--- config.mk ---
export PLATFORM = sky130hd
export DESIGN_NAME = g07_quota_sched
export DESIGN_NICKNAME = d
export VERILOG_FILES = /design/src/rtl/g07_sched_pkg.sv /design/src/rtl/g07_rr_pick.sv /design/src/rtl/g07_quota_sched.sv
export SDC_FILE = /design/constraint.sdc
export NUM_CORES = 1
export LEC_CHECK = 0
export BUFFER_PORTS_ARGS = -buffer_cell sky130_fd_sc_hd__buf_4
export CELL_PAD_IN_SITES_DETAIL_PLACEMENT = 1
export CELL_PAD_IN_SITES_GLOBAL_PLACEMENT = 2
export CORE_UTILIZATION = 39
export CTS_BUF_LIST = sky130_fd_sc_hd__clkbuf_16
export CTS_CLUSTER_DIAMETER = 40
export DETAILED_ROUTE_END_ITERATION = 7
export GPL_ROUTABILITY_DRIVEN = 0
export GPL_TIMING_DRIVEN = 0
export PLACE_DENSITY = 0.87
export SYNTH_ARGS = -nofsm -noshare
export SYNTH_HDL_FRONTEND = slang
export SYNTH_SLANG_ARGS = --single-unit
--- constraint.sdc ---
create_clock -name sysClk -period 4.5 [get_ports sysClk]
set_input_delay 1.125 -clock sysClk [delete_from_list [all_inputs] [get_ports sysClk]]
set_output_delay 1.125 -clock sysClk [all_outputs]
set_load 0.02 [all_outputs]
--- src/rtl/g07_sched_pkg.sv ---
// g07 bus grant scheduler: shared types and constants.
// Holds the FSM state enum, master count, default quotas, onehot2idx.
package g07_sched_pkg;

    localparam int N_MST       = 7;
    localparam int CW          = 7;
    localparam int DEF_WINDOW  = 100;
    localparam int DEF_TIMEOUT = 64;

    // Guaranteed completions per window, master 6 in the top slice.
    localparam logic [N_MST*CW-1:0] DEF_QUOTA = {
        7'd16, 7'd6, 7'd25, 7'd19, 7'd6, 7'd13, 7'd15
    };

    typedef enum logic [1:0] {
        IDLE    = 2'd0,
        GRANT   = 2'd1,
        RELEASE = 2'd2
    } state_e;

    // OR-accumulation is exact for a one-hot (or zero) input.
    function automatic logic [2:0] onehot2idx(
        input logic [N_MST-1:0] oh
    );
        logic [2:0] idx;
        idx = '0;
        for (int i = 0; i < N_MST; i++) begin
            if (oh[i]) idx = idx | 3'(i);
        end
        return idx;
    endfunction

endpackage

--- src/rtl/g07_rr_pick.sv ---
// g07 round-robin picker: first requester after rr_ptr, wrapping.
// Ports: req_i (mask), rr_ptr_i (last served) -> win_oh_o, win_idx_o.
module g07_rr_pick
    import g07_sched_pkg::*;
(
    input  logic [N_MST-1:0] req_i,
    input  logic [2:0]       rr_ptr_i,
    output logic [N_MST-1:0] win_oh_o,
    output logic [2:0]       win_idx_o
);

    logic [3:0] pos;
    logic       found;

    // Scan rr_ptr+1 .. rr_ptr+N_MST; the last offset revisits rr_ptr.
    always_comb begin
        win_oh_o = '0;
        found    = 1'b0;
        pos      = '0;
        for (int k = 1; k <= N_MST; k++) begin
            pos = {1'b0, rr_ptr_i} + 4'(k);
            if (pos >= 4'(N_MST)) pos = pos - 4'(N_MST);
            if (!found && req_i[pos[2:0]]) begin
                found              = 1'b1;
                win_oh_o[pos[2:0]] = 1'b1;
            end
        end
        win_idx_o = onehot2idx(win_oh_o);
    end

endmodule

--- src/rtl/g07_quota_sched.sv ---
// g07 quota-weighted grant scheduler with round-robin and watchdog.
// Ports: sysClk, Breset_n, need/tdone/dec_hit in; ack, gnt_valid,
// gnt_id, txn_abort, err_id, window_wrap out (all registered).
module g07_quota_sched
    import g07_sched_pkg::*;
#(
    parameter int                    WINDOW  = DEF_WINDOW,
    parameter int                    TIMEOUT = DEF_TIMEOUT,
    parameter logic [N_MST*CW-1:0]   QUOTA   = DEF_QUOTA
) (
    input  logic             sysClk,
    input  logic             Breset_n,
    input  logic [N_MST-1:0] need,
    input  logic             tdone,
    input  logic             dec_hit,
    output logic [N_MST-1:0] ack,
    output logic             gnt_valid,
    output logic [2:0]       gnt_id,
    output logic             txn_abort,
    output logic [2:0]       err_id,
    output logic             window_wrap
);

    localparam int WDW = $clog2(TIMEOUT);

    state_e           state_q;
    logic [N_MST-1:0] ack_q;
    logic             gnt_valid_q;
    logic [2:0]       gnt_id_q;
    logic             txn_abort_q;
    logic [2:0]       err_id_q;
    logic             window_wrap_q;
    logic [2:0]       rr_ptr_q;
    logic [CW-1:0]    cnt_q [N_MST];
    logic [CW-1:0]    total_q;
    logic [WDW-1:0]   wd_q;

    logic [N_MST-1:0] exhausted_d;
    logic [N_MST-1:0] pick_d;
    logic [N_MST-1:0] win_oh_d;
    logic [2:0]       win_idx_d;
    logic             wrap_d;
    logic             abort_d;

    // Quota-eligible requesters first; if all are spent, serve
    // every requester round-robin as overflow.
    always_comb begin
        exhausted_d = '0;
        for (int i = 0; i < N_MST; i++) begin
            exhausted_d[i] = cnt_q[i] >= QUOTA[i*CW +: CW];
        end
        pick_d = need & ~exhausted_d;
        if (pick_d == '0) pick_d = need;
    end

    assign wrap_d  = total_q == CW'(WINDOW - 1);
    assign abort_d = !dec_hit || (wd_q == WDW'(TIMEOUT - 1));

    g07_rr_pick u_pick (
        .req_i     (pick_d),
        .rr_ptr_i  (rr_ptr_q),
        .win_oh_o  (win_oh_d),
        .win_idx_o (win_idx_d)
    );

    always_ff @(posedge sysClk or negedge Breset_n) begin
        if (!Breset_n) begin
            state_q       <= IDLE;
            ack_q         <= '0;
            gnt_valid_q   <= 1'b0;
            gnt_id_q      <= '0;
            txn_abort_q   <= 1'b0;
            err_id_q      <= '0;
            window_wrap_q <= 1'b0;
            rr_ptr_q      <= 3'(N_MST - 1);
            total_q       <= '0;
            wd_q          <= '0;
            for (int i = 0; i < N_MST; i++) cnt_q[i] <= '0;
        end else begin
            txn_abort_q   <= 1'b0;
            window_wrap_q <= 1'b0;
            unique case (state_q)
                IDLE: begin
                    if (need != '0) begin
                        state_q     <= GRANT;
                        ack_q       <= win_oh_d;
                        gnt_id_q    <= win_idx_d;
                        gnt_valid_q <= 1'b1;
                        wd_q        <= '0;
                    end
                end
                GRANT: begin
                    if (tdone) begin
                        state_q     <= RELEASE;
                        ack_q       <= '0;
                        gnt_valid_q <= 1'b0;
                        rr_ptr_q    <= gnt_id_q;
                        // The closing completion clears rather than counts.
                        if (wrap_d) begin
                            for (int i = 0; i < N_MST; i++) cnt_q[i] <= '0;
                            total_q       <= '0;
                            window_wrap_q <= 1'b1;
                        end else begin
                            if (cnt_q[gnt_id_q] != '1) begin
                                cnt_q[gnt_id_q] <= cnt_q[gnt_id_q] + 1'b1;
                            end
                            total_q <= total_q + 1'b1;
                        end
                    end else if (abort_d) begin
                        state_q     <= RELEASE;
                        ack_q       <= '0;
                        gnt_valid_q <= 1'b0;
                        rr_ptr_q    <= gnt_id_q;
                        txn_abort_q <= 1'b1;
                        err_id_q    <= gnt_id_q;
                    end else begin
                        wd_q <= wd_q + 1'b1;
                    end
                end
                RELEASE: begin
                    state_q <= IDLE;
                end
                default: begin
                    state_q <= IDLE;
                end
            endcase
        end
    end

    assign ack         = ack_q;
    assign gnt_valid   = gnt_valid_q;
    assign gnt_id      = gnt_id_q;
    assign txn_abort   = txn_abort_q;
    assign err_id      = err_id_q;
    assign window_wrap = window_wrap_q;

endmodule
# Word level (Yosys, flattened, before mapping)
# Cells that the tools add are included.
[totals]
regBits = 83
output_inout_bits = 16
input_bits = 11
[classes]
muxes = 88
eq_ne = 8
bitwise = 10
add_sub_neg = 17
n_reduce_logical = 36
n_lt_le_gt_ge = 30
[op_table]
columns = ["cell", "n"]
rows = [
  ["$mux 7", 15],
  ["$mux 49", 2],
  ["$bwmux 49", 1],
  ["$or 7x7->7", 6],
  ["$mux 3", 12],
  ["$mux 1", 30],
  ["$ge 4x3->1 const B", 7],
  ["$lt 3x4->1 const B", 7],
  ["$bmux 1 s3", 7],
  ["$bmux 7 s3", 1],
  ["$demux 1 s3", 7],
  ["$demux 7 s3", 1],
  ["$ge 3x1->1 const B", 7],
  ["$ge 7x5->1 const B", 3],
  ["$sub 3x3->3 const B", 7],
  ["$mux 6", 3],
  ["$add 3x3->4 const B", 4],
  ["$add 7x1->7 const B", 2],
  ["$ge 7x3->1 const B", 2],
  ["$ge 7x4->1 const B", 2],
  ["$logic_and 1x1->1", 14],
  ["$pmux 7 s2", 1],
  ["$pmux 6 s2", 1],
  ["$mux 2", 5],
  ["other kinds (26)", 42],
]

# Depth between registers and ports, before layout
# Gate-level depths: netlist of the first run.
[depth]
depth_word = 32
ltp_mapped = 17
depth_no_buf = 14

# By module
# Synthesis of the first run repeated with hierarchy kept, for this count alone.
[unflattened]
cells_unflattened = 820
area_unflattened_um2 = 7325.8
[by_module_without_submodules]
columns = ["mod", "cells_each", "area_per_inst_um2", "instances"]
rows = [
  ["g07_quota_sched", 434, 4650.7, 1],
  ["g07_rr_pick", 386, 2675.1, 1],
]

# Worst setup path before layout of the first run
# OpenSTA, ideal clock, no wires.
[synth_path]
path_kind = "register to register"
startpoint = "register rr_ptr_q[1]"
endpoint = "register ack_q[0], in the netlist ack[0]"
setup_slack_ps = 432
arrival_ps = 3947
path_stages_with_launch = 18
t_required_ps = 4379
cell_sequence = "dfstp_2 > clkbuf_1 > inv_1 > ha_1 > inv_1 > fa_1 > buf_2 > or4b_2 > o21ai_0 > a222oi_1 > o31ai_1 > a221oi_2 > nand4_2 > nor4_2 > buf_6 > a41oi_1 > o211ai_1 > a22o_1"
[synth_between]
elab_chain_len = 26
elab_cells_between_ends = 110
classes_between = "add/sub (14); order compare (21); mux (50); bitwise (6); reduce/logical (19)"
[synth_lines]
columns = ["item", "line_no", "rtl"]
rows = [
  ["from (decl)", "g07_quota_sched.sv:33", "logic [2:0] rr_ptr_q;"],
  ["from (signal assigned)", "g07_quota_sched.sv:75", "rr_ptr_q <= 3'(N_MST - 1);"],
  ["from (signal assigned)", "g07_quota_sched.sv:97", "rr_ptr_q <= gnt_id_q;"],
  ["from (signal assigned)", "g07_quota_sched.sv:113", "rr_ptr_q <= gnt_id_q;"],
  ["branches (longest 23 deep; another with $add 3x1->4)", "-", ""],
  ["$mux 7 *", "g07_rr_pick.sv:23", "if (!found && req_i[pos[2:0]]) begin"],
  ["$mux 7 *", "g07_quota_sched.sv:84", "if (need != '0) begin"],
  ["$pmux 7 s2 *", "g07_quota_sched.sv:82", "unique case (state_q)"],
  ["to (signal assigned)", "g07_quota_sched.sv:86", "ack_q <= win_oh_d;"],
  ["to (decl)", "g07_quota_sched.sv:27", "logic [N_MST-1:0] ack_q;"],
]
# Every way passes the cells marked *. The select of a mux whose other input is x is not followed.
# A chain may end at the register's enable or synchronous reset.

# Final worst setup path of the first run
[layout_path]
startpoint = "register rr_ptr_q[1]"
endpoint = "register gnt_id_q[0], in the netlist gnt_id[0]"
[layout_between]
elab_chain_len = 30
elab_cells_between_ends = 114
classes_between = "add/sub (14); order compare (21); mux (54); bitwise (6); reduce/logical (19)"
[layout_lines]
columns = ["item", "line_no", "rtl"]
rows = [
  ["branches (longest 23 deep; another with $add 3x1->4)", "-", ""],
  ["$mux 7 *", "g07_rr_pick.sv:23", ""],
  ["$mux 1", "g07_sched_pkg.sv:28", "if (oh[i]) idx = idx | 3'(i);"],
  ["$mux 2 (2 in a row)", "g07_sched_pkg.sv:28", ""],
  ["$mux 3", "g07_sched_pkg.sv:28", ""],
  ["$mux 3 * (2 in a row)", "g07_sched_pkg.sv:28", ""],
  ["to (signal assigned)", "g07_quota_sched.sv:87", "gnt_id_q <= win_idx_d;"],
  ["to (decl)", "g07_quota_sched.sv:29", "logic [2:0] gnt_id_q;"],
]
# Marks and branches as above.

==> results of run 1 <==
==> kinds of logic after synthesis <==
logic type	after synthesis	share of synthesized area, %
simple gates	311	25.4
compound gates	242	27.5
flops	83	32.0
buf+inv	70	5.16
mux	24	4.78
xor+xnor	16	2.16
fa+ha+maj	15	3.00
==> synth_stat cells (4+ instances only) <==
cell type  count
o21ai_1        7
dfrtp_1       81
nand4_1       10
a211oi_1       4
o211ai_1      17
nor3_1        17
and3_1         7
a41oi_1        6
a31oi_1       16
inv_1         26
mux2_2        10
clkbuf_1      14
nor3b_1        5
o21ai_0       44
nand3_1       36
o31ai_1       51
o32ai_1        6
xnor2_1        8
buf_6          5
buf_2         19
a21oi_1       20
a22oi_1        7
xor2_1         8
nor2_1        46
ha_1          14
mux2i_1       10
nand2b_1       9
and2_1        10
nor2b_1        7
nand2_1      118
==> worst max-delay path by stage <==
stage	start	endpoint	cells past startpoint
after floorplan	rr_ptr_q[1]	ack[0]	17
after global placement	rr_ptr_q[1]	gnt_id[1]	16
after detailed placement	rr_ptr_q[1]	gnt_id[1]	16
after CTS	rr_ptr_q[1]	gnt_id[1]	16
after global routing	rr_ptr_q[0]	gnt_id[0]	16
final	rr_ptr_q[1]	gnt_id[0]	16
==> worst register-to-register path, cell delays in order, from the launching register on <==
cell        delay [ps]
dfstp_2            550
buf_6              160
clkinvlp_4         120
buf_4              180
fa_1               560
buf_6              150
or4b_2             140
o21ai_2             70
a222oi_1           520
o31ai_2            190
a221oi_2           320
nand4_4            210
nor4_4             390
buf_4              170
a41oi_2            140
o2111a_2           300
a31oi_1            190
==> routing by layer <==
metal	GRT usage (%)	wire (um)	vias to the layer above
met5	0	0	-
met4	17.8	1260	0
met3	4.22	1270	86
met2	48.7	11800	286
met1	37.4	10500	3365
li1	-	-	3006
==> stage by stage <==
step | cells | total power, mW | instance area (um^2)
after global routing | 1039 | 7.50 | 7600
after CTS | 1021 | 6.46 | 7320
after floorplan | 761 | 4.21 | 6500
after detailed placement | 1003 | 5.57 | 6960
after global placement | 1003 | 5.45 | 6960
final | 1039 | 7.12 | 7600
==> sequential cells by signal, indices dropped and copies added, names as in the netlist <==
name,count
cnt_q,49
ack,7
total_q,7
wd_q,6
err_id,3
gnt_id,3
rr_ptr_q,3
state_q,2
gnt_valid,1
txn_abort,1
window_wrap,1
==> cell type report <==
cell class / instances / area share [%]
clock inverter: 7 / 1.32
sequential: 83 / 27.4
inverter: 27 / 1.48
clock buffer: 9 / 2.96
timing repair buffer: 46 / 4.51
buffer: 43 / 3.48
tap: 216 / 3.56
multi-input combinational: 608 / 55.3
==> where the power goes <==
group | internal [mW] | total (mW) | switching [mW]
Clock | 0.491 | 0.812 | 0.321
Sequential | 0.935 | 1.13 | 0.191
Combinational | 1.87 | 5.18 | 3.31
==> timing repair <==
action,in CTS,in global routing
endpoints found under the setup margin,10,10
pin swaps,1,8
gates resized for setup,8,42
buffers inserted,2,17
gates cloned,0,1
==> results.txt, run 1 <==
Clock sink count: 83
CP Cell Sequence: buf_6 -> clkinvlp_4 -> buf_4 -> fa_1 -> buf_6 -> or4b_2 -> o21ai_2 -> a222oi_1 -> o31ai_2 -> a221oi_2 -> nand4_4 -> nor4_4 -> buf_4 -> a41oi_2 -> o2111a_2 -> a31oi_1
Initial antenna violation count: 0
Nets: 844
Hold Slack: 475 ps
Crit-path max cell delay: 560 ps
Synth top area share: 31.2%
# IOs: 27
Vias/cell: 6.49
Crit-path max FO: 9
Die width: 131 um
Die area: 0.0172 mm^2
Final setup margin: 67.0 ps
Antenna-violating nets left: 0
Fin crit share: 98.5%
WS Path Type: flop to flop
Maximum vdd ir drop: 0.346 mV
GRT Overall Usage: 29.8%
H-tree depth: 3
Setup Viol. Count Final: 0
N_diodes: 0
Highest-count cells in the layout ignoring fill and taps: nand2_1 (117), dfrtp_1 (80), o31ai_1 (50)
Clock transition at path regs: 70 ps
Crit path DAT: 4700 ps
Max Cap Viol: 0
Final Skew: 12.3 ps
Reg2Reg Launch Point: rr_ptr_q[1]
Iteration count of the initial detailed-routing pass: 7
Netlist cell types: 99
Worst setup SP type: flop
Worst hold endpoint: err_id[2]
Reg2reg path depth: 16
Grt total ovfl: 0
Pwr dens: 937 mW/mm^2
Leakage power: 3.06 nW
Vias in the first global route: 6,579
Post-Route WL: 24.8 mm
Synth top area cells: dfrtp_1 (31%), nand2_1 (6.8%), o31ai_1 (5.9%)
Util after Layout: 47.3%
Starting density of the core: 40.5%
Dominant synthesized flop cell: dfrtp_1
Max Fclk: 226 MHz
Max-slew violation count: 0
Detailed placer's ending HPWL: 18.3 mm
Worst min-delay path class: flop to flop
Hold Path Origin: err_id[2]
Syn Inst Count: 761
Min Tclk post-route: 4430 ps
Hold-fix buffers, CTS: 0
Setup_tns: 0 ps
Pin count of the biggest net entering global routing: 84
WHS Path Cells: 2
Buffers on Ports: 26
Status: finished clean
Avg WL per Cell: 23.9 um
Ys Warns: 0
Skew-Pair Late Insertion Delay: 360 ps
Synthesized cell area: 0.00650 mm^2
Drc violations: 0
CTS tree: yes
DRT iter0 DRCs: 773
Clk buf depth: 2
Place WS: -514 ps
Via count: 6,743
Yosys top cell by area: dfrtp_1
CTS Root Buffer Type: clkbuf_16
CP Buf/Inv Count: 5
Area growth, synth to finish: 16.9%
Post-synth EDFFs: 0
Core Area: 0.0161 mm^2
Slew Limit Headroom: 20.9%
Site Rows: 46
Synthesized Nets: 787
Share of cells above drive strength 1: 20.2%
Crit-path slowest cell: fa_1
Worst endpoint required time: 4760 ps
CTS buffer count: 9
Register area share after synthesis: 32.0%
Leading cell type in the layout, fill and taps excluded: nand2_1
First-pass GRT wire length: 37.7 mm
Reg2Reg Setup Slack: 70 ps
Synthesized area per cell: 8.54 um^2
Multi-input gate area: 0.00420 mm^2
Final hold violation count: 0
Fill cell count: 1,869
Reg area: 0.00208 mm^2
Synthesized flop and latch total: 83
Die Height: 131 um
Critical register-to-register path endpoint: gnt_id[0]
CP Capture Type: flop
Delay-heaviest family, CP: compound AO/OA/AOI/OAI gates
Async SR Flop Fraction: 100%
Worst-margin pin slew: 1170 ps
(Power assumes the default switching activity.)
==> run 2, diff against run 1 <==
--- a/config.mk
+++ b/config.mk
@@ -8,6 +8,7 @@
 export BUFFER_PORTS_ARGS = -buffer_cell sky130_fd_sc_hd__buf_4
 export CELL_PAD_IN_SITES_DETAIL_PLACEMENT = 1
 export CELL_PAD_IN_SITES_GLOBAL_PLACEMENT = 2
+export CORE_ASPECT_RATIO = 1.2
 export CORE_UTILIZATION = 39
 export CTS_BUF_LIST = sky130_fd_sc_hd__clkbuf_16
 export CTS_CLUSTER_DIAMETER = 40
==> run 2 against run 1 <==
Final cell count down 1.2%. Combinational power down 3%. Global-route usage grew 0.64 points. Total power fell by 2.1%. Routed wire length increased by 2.2%. Utilization shrank 1.3 points. Sequential power barely moved. Sequential cell count did not move. Via count decreased by 0.42%. Die area about the same. Register-to-register slack gained 30 ps. Critical path depth shrank 1. Critical path type unchanged. Highest routed layer unchanged.
==> results.txt, run 2 (synthesized netlist as in run 1, its figures left out) <==
Clk buf depth: 2
Placed cell count: 999
Place WS: -825 ps
Drc violations: 0
Pwr dens: 930 mW/mm^2
CTS Root Buffer Type: clkbuf_16
Fill cell count: 1,967
Nets: 836
Placed Area: 0.00696 mm^2
CTS tree: yes
CTS buffer count: 9
Worst endpoint required time: 4660 ps
Worst hold endpoint: gnt_valid
Pin count of the biggest net entering global routing: 84
Clock transition at path regs: 70 ps
Worst-margin pin slew: 1080 ps
Detailed placer's ending HPWL: 18.7 mm
Final hold violation count: 0
Final setup margin: 98.0 ps
Hold-fix buffers, CTS: 0
Max Fclk: 227 MHz
Hold Path Origin: gnt_valid
Slew Limit Headroom: 27.6%
Die area: 0.0172 mm^2
Reg2Reg Setup Slack: 100 ps
Initial antenna violation count: 0
Final non-filler cell total: 1,027
Vias in the first global route: 6,920
Area growth, synth to finish: 15.3%
Maximum vdd ir drop: 0.364 mV
Delay-heaviest family, CP: compound AO/OA/AOI/OAI gates
Site Rows: 51
Crit-path slowest cell: or4b_2
CP startpoint: rr_ptr_q[1]
DRT iter0 DRCs: 532
GRT Overall Usage: 30.4%
CP Capture Type: flop
Antenna-violating nets left: 0
Crit-path max cell delay: 670 ps
Iteration count of the initial detailed-routing pass: 5
WHS Path Cells: 2
Worst min-delay path class: flop to flop
Die width: 120 um
Post-Route WL: 25.4 mm
Core Area: 0.0163 mm^2
CP Buf/Inv Count: 4
Via count: 6,715
Final Skew: 8.18 ps
Max Cap Viol: 0
Fin area: 0.00749 mm^2
Crit-path max FO: 9
Avg WL per Cell: 24.7 um
Reg2Reg Launch Point: rr_ptr_q[1]
Vias/cell: 6.54
Critical register-to-register path endpoint: gnt_id[1]
Max-slew violation count: 0
N_diodes: 0
Share of cells above drive strength 1: 19.1%
Skew-Pair Late Insertion Delay: 350 ps
Crit path DAT: 4560 ps
Fin crit share: 97.8%
Clock sink count: 83
Highest-count cells in the layout ignoring fill and taps: nand2_1 (117), dfrtp_1 (80), o31ai_1 (49)
Leading cell type in the layout, fill and taps excluded: nand2_1
CP Cell Sequence: buf_6 -> clkinvlp_4 -> ha_1 -> inv_1 -> fa_1 -> buf_2 -> or4b_2 -> o21ai_2 -> a222oi_1 -> o31ai_2 -> a221o_1 -> nor2_1 -> a41oi_1 -> o211a_2 -> a41oi_2
# IOs: 27
WS Path Type: flop to flop
Worst setup SP type: flop
Reg area: 0.00208 mm^2
H-tree depth: 3
Max FFs per register: 49
Min Tclk post-route: 4400 ps
Setup Viol. Count Final: 0
Buffers on Ports: 26
Die Height: 143 um
Status: finished clean
Leakage power: 3.01 nW
Multi-input gate area: 0.00417 mm^2
Grt total ovfl: 0
First-pass GRT wire length: 39.5 mm
Reg2reg path depth: 15
Most flops, register: cnt_q
Starting density of the core: 39.9%
==> run 2: worst min-delay path: cells and delay by family (launching register included) <==
kind / cells / cell delay, ps
flip-flops: 1 / 340
AND/OR/NAND/NOR: 2 / 110
==> run 2: final cells by class <==
cell class,count,area share [%]
multi-input combinational,608,55.6
tap,212,3.54
clock buffer,9,3.01
inverter,27,1.50
sequential,83,27.8
clock inverter,7,1.34
buffer,43,3.39
timing repair buffer,38,3.81
==> run 2: layer usage <==
layer	vias to the layer above	wire [um]	share of wire, %	track usage, %
met5	-	0	0	0
met4	0	1630	6.4	20.3
met3	99	1300	5.1	4.44
met2	291	12700	50	51.3
met1	3350	9720	38	36.0
li1	2975	-	-	-
==> run 2: how the worst max path moves through the flow <==
stage | endpoint | depth (start not counted)
4_1_cts | gnt_id[1] | 17
2_1_floorplan | ack[0] | 17
3_3_place_gp | gnt_id[1] | 16
3_5_place_dp | gnt_id[1] | 16
6_report | gnt_id[1] | 15
5_1_grt | gnt_id[2] | 14
==> run 2: repair_timing <==
| action | in CTS | in global routing |
|---|---|---|
| setup endpoints to repair | 10 | 13 |
| gates cloned | 0 | 0 |
| pin swaps | 3 | 7 |
| gates resized for setup | 13 | 25 |
| buffers inserted | 5 | 7 |
==> run 2: report_power, final <==
part           internal [mW]  switching, mW
combinational           1.74           3.29
clock                  0.490          0.327
sequential             0.935          0.191
total                   3.16           3.80
==> run 2: per-stage QoR <==
step	total power, mW	hold slack [ps]	TNS, ps	util (%)
3_5_place_dp	5.62	471	-6920	42.8
3_3_place_gp	5.49	457	-5240	42.8
5_1_grt	7.35	506	-16.1	46.0
6_report	6.97	485	0	46.0
2_1_floorplan	4.21	440	0	-
4_1_cts	6.60	485	0	45.2
==> run 3, diff against run 2 <==
--- a/config.mk
+++ b/config.mk
@@ -15,6 +15,7 @@
 export DETAILED_ROUTE_END_ITERATION = 7
 export GPL_ROUTABILITY_DRIVEN = 0
 export GPL_TIMING_DRIVEN = 0
+export MAX_ROUTING_LAYER = met4
 export PLACE_DENSITY = 0.87
 export SYNTH_ARGS = -nofsm -noshare
 export SYNTH_HDL_FRONTEND = slang
==> run 3 against run 2 <==
Register-to-register slack hardly changed. Sequential cell count stayed put. Die area stayed put. Design area is 0.40% lower. Sequential power hardly changed. First-iteration DRC count is 2.8% lower. Sequential share of layout area is 0.095 points higher. Combinational power is 0.8% lower. Routed wire length is 0.17% lower. Critical path type unchanged. Critical endpoint is now gnt_id[2]. Highest routed layer unchanged.
==> results.txt, run 3 (synthesized netlist as in run 1, its figures left out) <==
Status: finished clean
Die Height: 143 um
Final hold violation count: 0
Worst endpoint required time: 4710 ps
Initial antenna violation count: 0
Placed Area: 0.00696 mm^2
Grt total ovfl: 0
Clock sink count: 83
Max Fclk: 226 MHz
Drc violations: 0
Share of cells above drive strength 1: 18.4%
Highest routed layer: met4
Crit-path max FO: 11
DRT iter0 DRCs: 517
Multi-input gate area: 0.00415 mm^2
Max-slew violation count: 0
Tot Pwr: 6.91 mW
Min Tclk post-route: 4420 ps
Vias in the first global route: 6,905
Site Rows: 51
Die width: 120 um
GRT Overall Usage: 31.2%
Skew-Pair Late Insertion Delay: 350 ps
Slew Limit Headroom: 26.9%
Reg area: 0.00208 mm^2
Met2 wire length: 12.7 mm
Place WS: -825 ps
CP Buf/Inv Count: 5
Antenna-violating nets left: 0
# IOs: 27
First-pass GRT wire length: 39.5 mm
Vias/cell: 6.49
Leakage power: 3.01 nW
Pwr dens: 927 mW/mm^2
Pin count of the biggest net entering global routing: 84
CTS tree: yes
Detailed placer's ending HPWL: 18.7 mm
Post-Route WL: 25.3 mm
CTS Root Buffer Type: clkbuf_16
Crit-path slowest cell: nor3_1
Setup Viol. Count Final: 0
Final setup margin: 84.9 ps
WS Path Type: flop to flop
RSZ-0062 raised after global routing: true
Clock transition at path regs: 70 ps
Maximum vdd ir drop: 0.364 mV
N_diodes: 0
Max Cap Viol: 0
Crit path top cell by count: buf_4
Crit path DAT: 4630 ps
H-tree depth: 3
Avg WL per Cell: 24.7 um
Core Area: 0.0163 mm^2
Most flops, register: cnt_q
Max FFs per register: 49
Starting density of the core: 39.9%
WL met3: 1.03 mm
Nets: 835
M1 wire length: 10.0 mm
Worst setup SP type: flop
Fin crit share: 98.1%
Worst-margin pin slew: 1090 ps
Buffers on Ports: 26
CP Capture Type: flop
Via count: 6,663
Highest-count cells in the layout ignoring fill and taps: nand2_1 (117), dfrtp_1 (81), o31ai_1 (50)
Leading cell type in the layout, fill and taps excluded: nand2_1
Crit-path max cell delay: 470 ps
Fill cell count: 1,970
Delay-heaviest family, CP: compound AO/OA/AOI/OAI gates
Die area: 0.0172 mm^2
Util after Layout: 45.8%
Hold-fix buffers, CTS: 0
Worst min-delay path class: flop to flop
CP Cell Sequence: buf_2 -> inv_1 -> buf_4 -> ha_2 -> clkbuf_4 -> buf_4 -> nor3_1 -> o21ai_0 -> a311oi_1 -> a2111oi_2 -> a41oi_1 -> nor3b_1 -> a221oi_1 -> o311a_1 -> a31oi_1
Final Skew: 8.01 ps
Fin area: 0.00746 mm^2
Clk buf depth: 2
Iteration count of the initial detailed-routing pass: 7
Area growth, synth to finish: 14.8%
CTS buffer count: 9
## run 3: cell count changes in the layout (fill, tap and decap cells not counted), sizes merged
cell / delta
buf: +1
clkinvlp: -1
clkbuf: -2
inv: +1
## run 3: path summary, 6_finish.rpt
| path | endpoint | from | depth (start not counted) | slack, ps |
|---|---|---|---|---|
| worst min-delay path | gnt_valid | gnt_valid | 2 | 490 |
| worst max-delay path | gnt_id[2] | rr_ptr_q[0] | 15 | 80 |
| worst min register to register | gnt_valid | gnt_valid | 2 | 490 |
| worst max register to register | gnt_id[2] | rr_ptr_q[0] | 15 | 80 |
| min in group asynchronous | total_q[4] | Breset_n | 1 | 960 |
| max in group asynchronous | cnt_q[4] | Breset_n | 1 | 2870 |
## run 3: worst reg2reg max path: cells and delay by family, from the launching register on
kind                       cells  cell delay, ps
AOI/OAI and AO/OA              7            1740
adders and majority gates      1             360
buffers and inverters          5            1130
DFF                            1             460
and+or+nand+nor                2             590
## run 3: power by group
group / switching, mW / leakage, nW / internal (mW)
clock: 0.323 / 0.155 / 0.490
sequential: 0.192 / 1.11 / 0.934
combinational: 3.26 / 1.74 / 1.72
## run 3: layout make-up
cell class	count	area share (%)
clock inverters	7	1.34
well taps	212	3.56
inverters	27	1.46
flip-flops and latches	83	27.9
clock buffers	9	3.02
repair buffers	37	3.72
plain buffers	43	3.36
multi-input cells	608	55.7
## run 3: repair_timing
item,in CTS,in global routing
pin swaps,3,6
endpoints found under the setup margin,10,13
setup buffers,5,6
hold endpoints to repair,0,0
resized for setup,13,20
## run 3: per-layer routing
metal  up-vias  track usage (%)
li1       2972                -
met1      3348             35.7
met2       248             51.7
met3        95             4.21
met4         0             19.9
met5         -                -
## run 3: stage by stage
step,setup TNS (ps),hold slack [ps],instances
2_1_floorplan,0,440,761
3_3_place_gp,-5240,457,999
3_5_place_dp,-6920,471,999
4_1_cts,0,485,1020
5_1_grt,-56.2,506,1026
6_report,0,485,1026
